[config.mk]
export PLATFORM = sky130hd
export DESIGN_NAME = iob_iob2axi_rd_burst
export DESIGN_NICKNAME = d
export VERILOG_FILES = /design/src/rtl/iob_iob2axi_rd_burst.sv
export SDC_FILE = /design/constraint.sdc
export NUM_CORES = 1
export LEC_CHECK = 0
export CAP_MARGIN = 20
export CORE_AREA = 2 2 145 147
export CTS_CLUSTER_DIAMETER = 60
export DETAILED_ROUTE_END_ITERATION = 7
export DIE_AREA = 0 0 147 149
export GPL_TIMING_DRIVEN = 0
export PLACE_DENSITY = 0.77
export SYNTH_ARGS = -nofsm -noshare
export SYNTH_HDL_FRONTEND = slang
export SYNTH_SLANG_ARGS = --single-unit
export TNS_END_PERCENT = 5
[constraint.sdc]
create_clock -name clk_i -period 5.31 [get_ports clk_i]
set_input_delay 0.531 -clock clk_i [delete_from_list [all_inputs] [get_ports clk_i]]
set_output_delay 0.531 -clock clk_i [all_outputs]
set_load 0.1 [all_outputs]
[src/rtl/iob_iob2axi_rd_burst.sv]
// AXI4 read master that streams an arbitrary-length word transfer into an IOb
// write-master port, splitting it into INCR bursts bounded by ARLEN and 4 KB pages.
module iob_iob2axi_rd_burst #(
    parameter int ADDR_W     = 32,
    parameter int DATA_W     = 32,
    parameter int LEN_W      = 16,
    parameter int AXI_LEN_W  = 8,
    parameter int AXI_ID_W   = 1,
    parameter int BOUNDARY_W = 12
) (
    input  logic                  clk_i,
    input  logic                  rst_n_i,

    input  logic                  run_i,
    input  logic [ADDR_W-1:0]     addr_i,
    input  logic [LEN_W-1:0]      length_i,
    output logic                  ready_o,
    output logic                  error_o,

    output logic                  m_iob_valid_o,
    output logic [ADDR_W-1:0]     m_iob_addr_o,
    output logic [DATA_W-1:0]     m_iob_wdata_o,
    output logic [DATA_W/8-1:0]   m_iob_wstrb_o,
    input  logic                  m_iob_ready_i,

    output logic [AXI_ID_W-1:0]   m_axi_arid_o,
    output logic [ADDR_W-1:0]     m_axi_araddr_o,
    output logic [AXI_LEN_W-1:0]  m_axi_arlen_o,
    output logic [2:0]            m_axi_arsize_o,
    output logic [1:0]            m_axi_arburst_o,
    output logic                  m_axi_arlock_o,
    output logic [3:0]            m_axi_arcache_o,
    output logic [2:0]            m_axi_arprot_o,
    output logic [3:0]            m_axi_arqos_o,
    output logic                  m_axi_arvalid_o,
    input  logic                  m_axi_arready_i,

    input  logic [DATA_W-1:0]     m_axi_rdata_i,
    input  logic [1:0]            m_axi_rresp_i,
    input  logic                  m_axi_rlast_i,
    input  logic                  m_axi_rvalid_i,
    output logic                  m_axi_rready_o
);

    localparam int SIZE   = $clog2(DATA_W / 8);
    localparam int CW_A   = (LEN_W > BOUNDARY_W) ? LEN_W : BOUNDARY_W;
    localparam int CW     = ((CW_A > AXI_LEN_W) ? CW_A : AXI_LEN_W) + 1;
    localparam logic [ADDR_W-1:0] ALIGN_MASK = ~ADDR_W'((1 << SIZE) - 1);
    localparam logic [ADDR_W-1:0] WORD_BYTES = ADDR_W'(DATA_W / 8);

    localparam logic [1:0] IDLE = 2'd0;
    localparam logic [1:0] ADDR = 2'd1;
    localparam logic [1:0] DATA = 2'd2;

    logic [1:0]        state_q, state_d;
    logic [ADDR_W-1:0] addr_q, addr_d;
    logic [LEN_W-1:0]  words_left_q, words_left_d;
    logic [ADDR_W-1:0] offset_q, offset_d;
    logic [CW-1:0]     beat_cnt_q, beat_cnt_d;
    logic              out_valid_q, out_valid_d;
    logic [DATA_W-1:0] out_data_q, out_data_d;
    logic [ADDR_W-1:0] out_addr_q, out_addr_d;
    logic              error_q, error_d;

    logic [CW-1:0]     words_c;
    logic [CW-1:0]     max_c;
    logic [CW-1:0]     bound_c;
    logic [CW-1:0]     beats_c;
    logic              r_hs;
    logic              last_beat;

    // Burst size is the tightest of remaining words, max ARLEN and room left in the page
    always_comb begin
        words_c = CW'(words_left_q);
        max_c   = CW'(1) << AXI_LEN_W;
        bound_c = ((CW'(1) << BOUNDARY_W) - CW'(addr_q[BOUNDARY_W-1:0])) >> SIZE;
        beats_c = words_c;
        if (max_c < beats_c) begin
            beats_c = max_c;
        end
        if (bound_c < beats_c) begin
            beats_c = bound_c;
        end
    end

    assign m_axi_arid_o    = '0;
    assign m_axi_araddr_o  = addr_q;
    assign m_axi_arlen_o   = AXI_LEN_W'(beats_c - CW'(1));
    assign m_axi_arsize_o  = 3'(SIZE);
    assign m_axi_arburst_o = 2'b01;
    assign m_axi_arlock_o  = 1'b0;
    assign m_axi_arcache_o = 4'b0010;
    assign m_axi_arprot_o  = 3'b010;
    assign m_axi_arqos_o   = 4'b0000;
    assign m_axi_arvalid_o = (state_q == ADDR);

    assign m_axi_rready_o  = (state_q == DATA) & (~out_valid_q | m_iob_ready_i);
    assign r_hs            = m_axi_rvalid_i & m_axi_rready_o;
    assign last_beat       = (beat_cnt_q == CW'(1));

    assign ready_o         = (state_q == IDLE) & ~out_valid_q;
    assign error_o         = error_q;
    assign m_iob_valid_o   = out_valid_q;
    assign m_iob_addr_o    = out_addr_q;
    assign m_iob_wdata_o   = out_data_q;
    assign m_iob_wstrb_o   = '1;

    always_comb begin
        state_d      = state_q;
        addr_d       = addr_q;
        words_left_d = words_left_q;
        offset_d     = offset_q;
        beat_cnt_d   = beat_cnt_q;
        error_d      = error_q;

        case (state_q)
            IDLE: begin
                if (run_i && ready_o) begin
                    addr_d       = addr_i & ALIGN_MASK;
                    words_left_d = length_i;
                    offset_d     = '0;
                    error_d      = 1'b0;
                    if (length_i != '0) begin
                        state_d = ADDR;
                    end
                end
            end
            ADDR: begin
                if (m_axi_arready_i) begin
                    beat_cnt_d   = beats_c;
                    addr_d       = addr_q + (ADDR_W'(beats_c) << SIZE);
                    words_left_d = words_left_q - LEN_W'(beats_c);
                    state_d      = DATA;
                end
            end
            DATA: begin
                if (r_hs) begin
                    beat_cnt_d = beat_cnt_q - CW'(1);
                    offset_d   = offset_q + WORD_BYTES;
                    // Errors are recorded but never stop delivery of the remaining beats
                    error_d    = error_q | (m_axi_rresp_i != 2'b00) | (m_axi_rlast_i != last_beat);
                    if (last_beat) begin
                        state_d = (words_left_q != '0) ? ADDR : IDLE;
                    end
                end
            end
            default: begin
                state_d = IDLE;
            end
        endcase
    end

    // One-entry output register; a new beat can replace the old one in the same cycle it is accepted
    always_comb begin
        out_valid_d = out_valid_q;
        out_data_d  = out_data_q;
        out_addr_d  = out_addr_q;
        if (r_hs) begin
            out_valid_d = 1'b1;
            out_data_d  = m_axi_rdata_i;
            out_addr_d  = offset_q;
        end else if (m_iob_ready_i) begin
            out_valid_d = 1'b0;
        end
    end

    always_ff @(posedge clk_i) begin
        if (!rst_n_i) begin
            state_q      <= IDLE;
            addr_q       <= '0;
            words_left_q <= '0;
            offset_q     <= '0;
            beat_cnt_q   <= '0;
            out_valid_q  <= 1'b0;
            out_data_q   <= '0;
            out_addr_q   <= '0;
            error_q      <= 1'b0;
        end else begin
            state_q      <= state_d;
            addr_q       <= addr_d;
            words_left_q <= words_left_d;
            offset_q     <= offset_d;
            beat_cnt_q   <= beat_cnt_d;
            out_valid_q  <= out_valid_d;
            out_data_q   <= out_data_d;
            out_addr_q   <= out_addr_d;
            error_q      <= error_d;
        end
    end

endmodule

==> summary.txt, run 1 <==
Run status
  • Result of the run: finished with violations
  • Failing checks: negative setup slack

Route
  • Total wire length after detailed routing: 32100 um
  • Total via count after detailed routing: 10200
  • ANT nets after route: 0
  • Drt via density: 5.75
  • Post-detailed-route wirelength per cell: 18.2 um
  • Number of detailed-routing iterations run before antenna repair: 5
  • Initial detailed-routing violation count: 839
  • Number of design rule violations left after detail routing: 0

Timing
  • Final worst slack: -0.147 ns
  • RSZ-0062 raised after global routing: true
  • Number of setup violations in the final report: 19
  • Number of pins exceeding their max-slew limit in the final report: 0
  • Portion of the clock cycle consumed by the worst path in the final layout: 103%
  • Sum Neg Setup Slack: -1.38 ns
  • Tightest Pin Transition: 1.03 ns
  • Fmax: 183 MHz
  • Final min period: 5.46 ns
  • Hold Fails Final Rpt: 0
  • Headroom to the max-slew limit: 30.9%
  • Hold slack: 0.455 ns
  • Layout Skew: 0.0159 ns

Worst setup path
  • Critical path capture point type: flip-flop
  • Cell repeated most along the worst path: a31oi_4
  • Largest stage delay on the critical path: 0.58 ns
  • Endpoint arrival time on the critical path: 5.75 ns
  • CP max-delay cell: or4_4
  • Category of the worst setup path launch point: flip-flop
  • Cells traversed along the worst timing path: or4_4 > o31ai_4 > and2_4 > buf_6 > nand2_4 > ha_4 > a211o_1 > o211ai_1 > a31oi_4 > or3_4 > a32o_1 > a31oi_4 > inv_1 > ha_4 > o21a_1 > o31a_1 > o2111ai_4 > a31oi_4 > nand2_1 > xnor2_1 > a222oi_1 > nor2_1
  • Startpoint of the most critical register-to-register path: words_left_q[1]$_SDFFE_PN0P_
  • CP Max Fanout: 7
  • Category of the most critical setup path: reg -> reg
  • Required time of the worst setup path: 5.61 ns
  • Worst setup slack for register-to-register paths: -0.15 ns
  • RR Endpoint: m_axi_araddr_o[30]$_SDFFE_PN0P_
  • Worst Setup SP: words_left_q[1]$_SDFFE_PN0P_
  • Worst reg2reg path depth: 22

Placement
  • Total instance count after detailed placement: 1696
  • Placer congestion estimate: 0.988
  • Total half-perimeter wirelength after legalization and detailed placement: 22500 um
  • Area after DPL: 0.0116 mm2
  • Quantity of I/O buffers inserted on ports: 190

Yosys
  • Area share of the largest cell type after synthesis: 34.7%
  • Number of warnings printed during yosys synthesis: 0
  • Library cell occupying the most area in the post-synthesis netlist: dfxtp_1
  • Register area share after synthesis: 34.7%
  • Number of synthesized register bits: 159
  • Fraction of registers with async set or reset after synthesis: 0%
  • Syn_area_per_cell: 7.67 um2
  • Primary flip-flop cell chosen by synthesis mapping: dfxtp_1
  • Instance count of the mapped netlist: 1196
  • Mapped cell area: 0.00918 mm2
  • Largest cells by area after synthesis: dfxtp_1 (35%), nand2_1 (8.2%), a21oi_1 (7.3%)
  • Post-synth cell types: 70
  • Number of enable-type register cells in the synthesized netlist: 0

Clock tree
  • Number of buffers on the longest clock path: 2
  • CTS buffer count: 17
  • Clock tree from TritonCTS: yes
  • CTS H-Tree Depth: 4
  • Clock edge transition at the registers on the reported setup and hold paths: 0.08 ns
  • Post-CTS Hold Fix Bufs: 0
  • Root cell of the clock tree: clkbuf_16
  • Clock sink count: 159
  • Latest clock arrival within the worst-skew pair: 0.45 ns

Layout
  • Number of diodes: 0
  • Commonest non-fill, non-tap cells in the layout: nand2_1 (196), clkdlybuf4s50_1 (182), dfxtp_1 (153), a21oi_1 (131), nor2_1 (98)
  • Final cell area excluding filler cells: 0.0130 mm2
  • Most common cell after layout, fill and taps aside: nand2_1
  • Fraction of layout instances using a drive strength above 1: 13.2%
  • Fin cells: 1770
  • Final layout net count: 1620
  • Synth-to-layout area growth: 42.1%

GRT
  • Grt ovf: 0
  • Largest net degree at the start of global routing: 20
  • Global Route Usage Sum: 28.0%
  • Via count of the first global-routing pass: 9660
  • GRT busiest layer: met2
  • Global-route wire length before repair: 49200 um
  • Initial antenna violation count: 0
  • Met1 usage in global routing: 34.0%
  • Routing usage on met2: 47.8%
  • Met3 global-route usage: 4.77%

Hold path
  • Launch instance of the worst min-delay path: m_iob_addr_o[5]$_SDFFE_PN0P_
  • Worst hold endpoint: m_iob_addr_o[5]$_SDFFE_PN0P_
  • Min-Delay Path Depth: 2
  • Worst hold path type: reg -> reg

Flow run
  • MaxCap Viol Count: 0

Floorplanning
  • Core area: 0.0206 mm2
  • Starting density of the core: 44.6%
  • Die Span X: 147 um
  • Die outline area: 0.0219 mm2
  • Number of standard-cell rows in the floorplan: 53
  • Height of the die: 149 um
  • Count of boundary I/O pins: 220

Pwr
  • Sequential share of power: 20.1%
  • Power density cells: 536 mW/mm2
  • Logic pwr share: 61.8%
  • Internal Pwr Total: 3.40 mW
  • Maximum vdd drop: 455 uV
  • Net switching power figure: 3.59 mW
  • Sw Ratio: 51.4%
  • Clock group share of total power: 18.1%
  • Leakage power figure: 4.87 nW
how the worst max path moves through the flow:
stage,to,slack [ns]
after floorplan,m_axi_araddr_o[30]$_SDFFE_PN0P_,-0.36
after global placement,m_axi_araddr_o[29]$_SDFFE_PN0P_,-1.61
after detailed placement,m_axi_araddr_o[29]$_SDFFE_PN0P_,-1.59
after CTS,m_axi_araddr_o[18]$_SDFFE_PN0P_,-0.05
after global routing,m_axi_araddr_o[29]$_SDFFE_PN0P_,-0.33
final,m_axi_araddr_o[30]$_SDFFE_PN0P_,-0.15
registers in the layout, summed over array words and instances, names as in the netlist:
register,flops
m_iob_addr_o,30
offset_q,30
state_q,2
words_left_q,16
beat_cnt_q,17
error_o,1
m_iob_wdata_o,32
m_iob_valid_o,1
m_axi_araddr_o,30
synthesized netlist by cell type, types with 3 or more instances:
cell type  instances
a2111oi_0          5
a211oi_1          22
a21o_1            15
a21oi_1          134
a221oi_1           5
a222oi_1           3
a22oi_1            6
a311oi_1           9
a31oi_1           18
and2_1             7
and3_1            10
and4_1             3
buf_1              7
buf_4             29
clkbuf_1          51
dfxtp_1          159
ha_1              47
inv_1             36
inv_2              3
mux2i_1            3
nand2_1          200
nand2b_1          13
nand3_1           33
nand4_1           14
nor2_1            99
nor2b_1            9
nor3_1            22
nor3_2             3
nor4_1            13
o2111ai_1          3
o211ai_1           7
o21a_1             5
o21ai_0           57
o21ai_1            5
o221ai_1           3
o22ai_1            3
o311ai_0           4
o31a_1             3
o31ai_1            5
or2_2              4
or3_1             17
or4_1              5
xnor2_1           29
xor2_1            29
power by group through the flow:
| stage | Clock [mW] | Combinational (mW) | Sequential [mW] |
|---|---|---|---|
| 2_1_floorplan | 0 | 2.53 | 1.72 |
| 3_3_place_gp | 0 | 3.63 | 1.42 |
| 3_5_place_dp | 0 | 3.68 | 1.42 |
| 4_1_cts | 1.27 | 4.08 | 1.40 |
| 5_1_grt | 1.32 | 4.55 | 1.42 |
| 6_report | 1.26 | 4.32 | 1.41 |
metrics by stage:
step                      util [%]  setup slack (ns)  power, mW
after floorplan                  -            -0.357       4.25
after global placement        56.5             -1.61       5.05
after detailed placement      56.5             -1.59       5.10
after CTS                     62.5           -0.0471       6.75
after global routing          63.4            -0.326       7.29
final                         63.4            -0.147       6.99
layout make-up:
| class | count | area (um2) |
|---|---|---|
| Tap cell | 275 | 344 |
| Inverter | 39 | 151 |
| Clock inverter | 15 | 188 |
| Multi-Input combinational cell | 946 | 6040 |
| Buffer | 86 | 448 |
| Sequential cell | 159 | 3190 |
| Timing Repair Buffer | 233 | 2240 |
| Clock buffer | 17 | 425 |
| Fill cell | 1752 | 7520 |
kinds of logic (layout without fill, tap and decap cells):
logic type,count (synthesis),count (layout),synth area share [%]
buffers and inverters,126,390,6.34
AOI/OAI and AO/OA,335,335,22.7
adders and majority gates,49,49,6.84
DFF,159,159,34.7
other,2,37,0.0818
and+or+nand+nor,463,463,23.4
xor gates and xnor gates,58,58,5.54
muxes,4,4,0.450
per-layer routing:
layer	wire length, um	share of wire, %
met1	12500	39
met2	15400	48
met3	2550	7.9
met4	1590	4.9
met5	0	0
timing repair:
item	4_1_cts	5_1_grt
gates resized for setup	107	43
buffers inserted	34	10
pin swaps	26	24
endpoints found under the setup margin	52	44
worst max-delay path: cells and delay by family (launching register included):
kind,cells,cell delay [ns]
and+or+nand+nor,6,1.51
DFF,1,0.37
adders and majority gates,2,0.54
xor gates and xnor gates,1,0.13
AOI/OAI and AO/OA,11,2.52
buffers and inverters,2,0.23
No activity file was read; power rests on OpenSTA's default activity.
==> run 2: changes to the inputs <==
- CORE_AREA: 2 2 145 147 -> 2 2 132 134
- CTS_BUF_LIST: default -> sky130_fd_sc_hd__clkbuf_4 sky130_fd_sc_hd__clkbuf_8
- DIE_AREA: 0 0 147 149 -> 0 0 134 136
- PLACE_DENSITY: 0.77 -> 0.87
- clock period: 5.31 -> 6.9 ns (I/O delays scaled with it)
==> run 2 against run 1 <==
The flow now finishes without violations. Non-clock buffer count decreased by 42. Register-to-register slack improved by 0.42 ns. Via count decreased by 1.8%. Sequential share of layout area increased by 2.0 points. Critical endpoint unchanged.
==> summary.txt, run 2 (synthesis gave the netlist of run 1 again) <==
Run status
  • Result of the run: complete, no violations

Layout
  • Synth-to-layout area growth: 30.8%
  • Number of flip-flops in the largest register: 32 (unchanged)
  • Number of diodes: 0 (unchanged)
  • Utilization after layout: 71.1% (+7.7 points)
  • Fin cells: 1678 (-5.2%)
  • Fraction of layout instances using a drive strength above 1: 6.19% (-7.0 points)
  • Commonest non-fill, non-tap cells in the layout: nand2_1 (200), clkdlybuf4s50_1 (184), dfxtp_1 (159), a21oi_1 (134), nor2_1 (99)
  • Final cell area excluding filler cells: 0.0120 mm2 (-7.9%)
  • Final layout net count: 1578 (-2.6%)
  • Most common cell after layout, fill and taps aside: nand2_1

Pwr
  • Internal Pwr Total: 2.23 mW (-34%)
  • Logic pwr share: 60.3% (-1.5 points)
  • Sw Ratio: 52.6% (+1.3 points)
  • Net switching power figure: 2.48 mW (-31%)
  • Sequential share of power: 22.9% (+2.8 points)
  • Total Power Consumption: 4.71 mW (-33%)
  • Maximum vdd drop: 967 uV (+110%)
  • Power density cells: 393 mW/mm2 (-27%)
  • Clock group share of total power: 16.8% (-1.3 points)
  • Leakage power figure: 4.52 nW (-7.2%)

GRT
  • Largest net degree at the start of global routing: 18 (-10%)
  • Global-route wire length before repair: 46600 um (-5.4%)
  • Grt ovf: 0 (unchanged)
  • Initial antenna violation count: 0 (unchanged)
  • Global Route Usage Sum: 32.1% (+4.1 points)
  • Via count of the first global-routing pass: 9230 (-4.5%)

Floorplanning
  • Height of the die: 136 um (-8.7%)
  • Die Span X: 134 um (-8.8%)
  • Starting density of the core: 54.4% (+9.7 points)
  • Core area: 0.0169 mm2 (-18%)
  • Number of standard-cell rows in the floorplan: 48 (-9.4%)
  • Count of boundary I/O pins: 220 (unchanged)
  • Die outline area: 0.0182 mm2 (-17%)

Timing
  • Hold Fails Final Rpt: 0 (unchanged)
  • Portion of the clock cycle consumed by the worst path in the final layout: 96.0% (-6.8 points)
  • Sum Neg Setup Slack: 0 ns (+1.38 ns)
  • Fmax: 151 MHz (-18%)
  • Final worst slack: 0.278 ns (+0.425 ns)
  • Hold slack: 0.459 ns (+0.00387 ns)
  • Number of setup violations in the final report: 0 (-19)
  • Tightest Pin Transition: 1.03 ns (-0.000572 ns)
  • Final min period: 6.62 ns (+1.17 ns)
  • Headroom to the max-slew limit: 30.9% (+0.038 points)
  • RSZ-0062 raised after global routing: true
  • Layout Skew: 0.0208 ns (+0.00498 ns)
  • Number of pins exceeding their max-slew limit in the final report: 0 (unchanged)

Route
  • Number of design rule violations left after detail routing: 0 (unchanged)
  • Drt via density: 5.95 (+3.6%)
  • Post-detailed-route wirelength per cell: 18.0 um (-0.62%)
  • Initial detailed-routing violation count: 932 (+11%)
  • Number of detailed-routing iterations run before antenna repair: 6 (+1)
  • ANT nets after route: 0 (unchanged)
  • Total wire length after detailed routing: 30300 um (-5.8%)
  • Total via count after detailed routing: 9992 (-1.8%)

Placement
  • Total instance count after detailed placement: 1646 (-2.9%)
  • Placer congestion estimate: 1.02 (+2.8%)
  • Pre-CTS setup slack: 0.0432 ns (+1.63 ns)
  • Total half-perimeter wirelength after legalization and detailed placement: 22400 um (-0.38%)
  • Quantity of I/O buffers inserted on ports: 190 (unchanged)
  • Area after DPL: 0.0115 mm2 (-0.98%)

Clock tree
  • Root cell of the clock tree: clkbuf_8
  • Clock sink count: 159 (unchanged)
  • CTS H-Tree Depth: 4 (unchanged)
  • Clock tree from TritonCTS: yes
  • Number of buffers on the longest clock path: 2 (unchanged)
  • Setup Buffers After CTS: 0 (-100%)
  • Clock edge transition at the registers on the reported setup and hold paths: 0.11 ns (+0.03 ns)
  • Post-CTS Hold Fix Bufs: 0 (unchanged)
  • CTS buffer count: 17 (unchanged)
  • Latest clock arrival within the worst-skew pair: 0.48 ns (+0.03 ns)

Hold path
  • Worst hold path type: reg -> reg

Worst setup path
  • Endpoint arrival time on the critical path: 6.95 ns (+1.20 ns)
  • Category of the most critical setup path: reg -> reg
  • Category of the worst setup path launch point: flip-flop
  • Critical path capture point type: flip-flop
  • Worst setup slack for register-to-register paths: 0.28 ns (+0.42 ns)
  • CP Max Fanout: 10 (+3)
  • Required time of the worst setup path: 7.22 ns (+1.61 ns)

Flow run
  • MaxCap Viol Count: 0 (unchanged)
==> run 2: final cells by class <==
| cell class | count | area, um2 |
|---|---|---|
| well taps | 225 | 282 |
| inverters | 39 | 146 |
| flip-flops and latches | 159 | 3180 |
| plain buffers | 87 | 435 |
| clock inverters | 15 | 218 |
| multi-input cells | 946 | 5600 |
| repair buffers | 190 | 1910 |
| fillers | 1361 | 4870 |
| clock buffers | 17 | 234 |
==> run 2: repair_timing <==
action                                 CTS  global route
setup endpoints to repair                6            34
gates resized for setup                 10            11
endpoints found under the hold margin    0             0
pin swaps                                0             1
==> run 2: path summary, 6_finish.rpt <==
| path | from | to | cells after the start |
|---|---|---|---|
| worst max register to register | words_left_q[1]$_SDFFE_PN0P_ | m_axi_araddr_o[30]$_SDFFE_PN0P_ | 24 |
| worst min register to register | m_iob_wdata_o[23]$_SDFFE_PN0P_ | m_iob_wdata_o[23]$_SDFFE_PN0P_ | 2 |
| worst min-delay path | m_iob_wdata_o[23]$_SDFFE_PN0P_ | m_iob_wdata_o[23]$_SDFFE_PN0P_ | 2 |
| worst max-delay path | words_left_q[1]$_SDFFE_PN0P_ | m_axi_araddr_o[30]$_SDFFE_PN0P_ | 24 |
==> run 2: worst max-delay path: stages, from the launching register on <==
cell and delay (ns):
dfxtp_1 0.40, or4_1 0.60, o31ai_1 0.37, and2_2 0.27, buf_4 0.20, buf_4 0.19, nand2_1 0.07, ha_1 0.33
a21oi_1 0.13, a21o_1 0.13, a31oi_1 0.22, or3_1 0.40, clkbuf_1 0.20, a22o_1 0.29, a21oi_1 0.45, inv_1 0.15
ha_1 0.37, o21a_1 0.13, o31a_1 0.21, o2111ai_1 0.26, a31oi_2 0.46, nand2_1 0.12, xnor2_1 0.15, a222oi_1 0.31
nor2_1 0.06
==> run 2: metal layers <==
| layer | part of all wire, % | up-vias | GRT usage (%) |
|---|---|---|---|
| met1 | 39 | 4660 | 39.9 |
| met3 | 9.3 | 101 | 6.41 |
| met2 | 48 | 545 | 53.5 |
| li1 | - | 4686 | - |
| met5 | 0 | - | 0 |
| met4 | 3.6 | 0 | 15.5 |
==> run 2: power by group through the flow <==
stage	Clock (mW)	Sequential (mW)	Combinational (mW)
floorplan	0	1.33	1.91
finish	0.792	1.08	2.84
CTS	0.791	1.07	2.79
detailed placement	0	1.09	2.80
global route	0.827	1.09	3.02
global placement	0	1.09	2.75
==> run 3: changes to the inputs <==
- CTS_BUF_LIST: sky130_fd_sc_hd__clkbuf_4 sky130_fd_sc_hd__clkbuf_8 -> sky130_fd_sc_hd__clkbuf_8
- HOLD_SLACK_MARGIN: default -> 0.15
==> results of run 3 <==
Same layout as run 2: the final DEF is identical, and so are final timing and power.
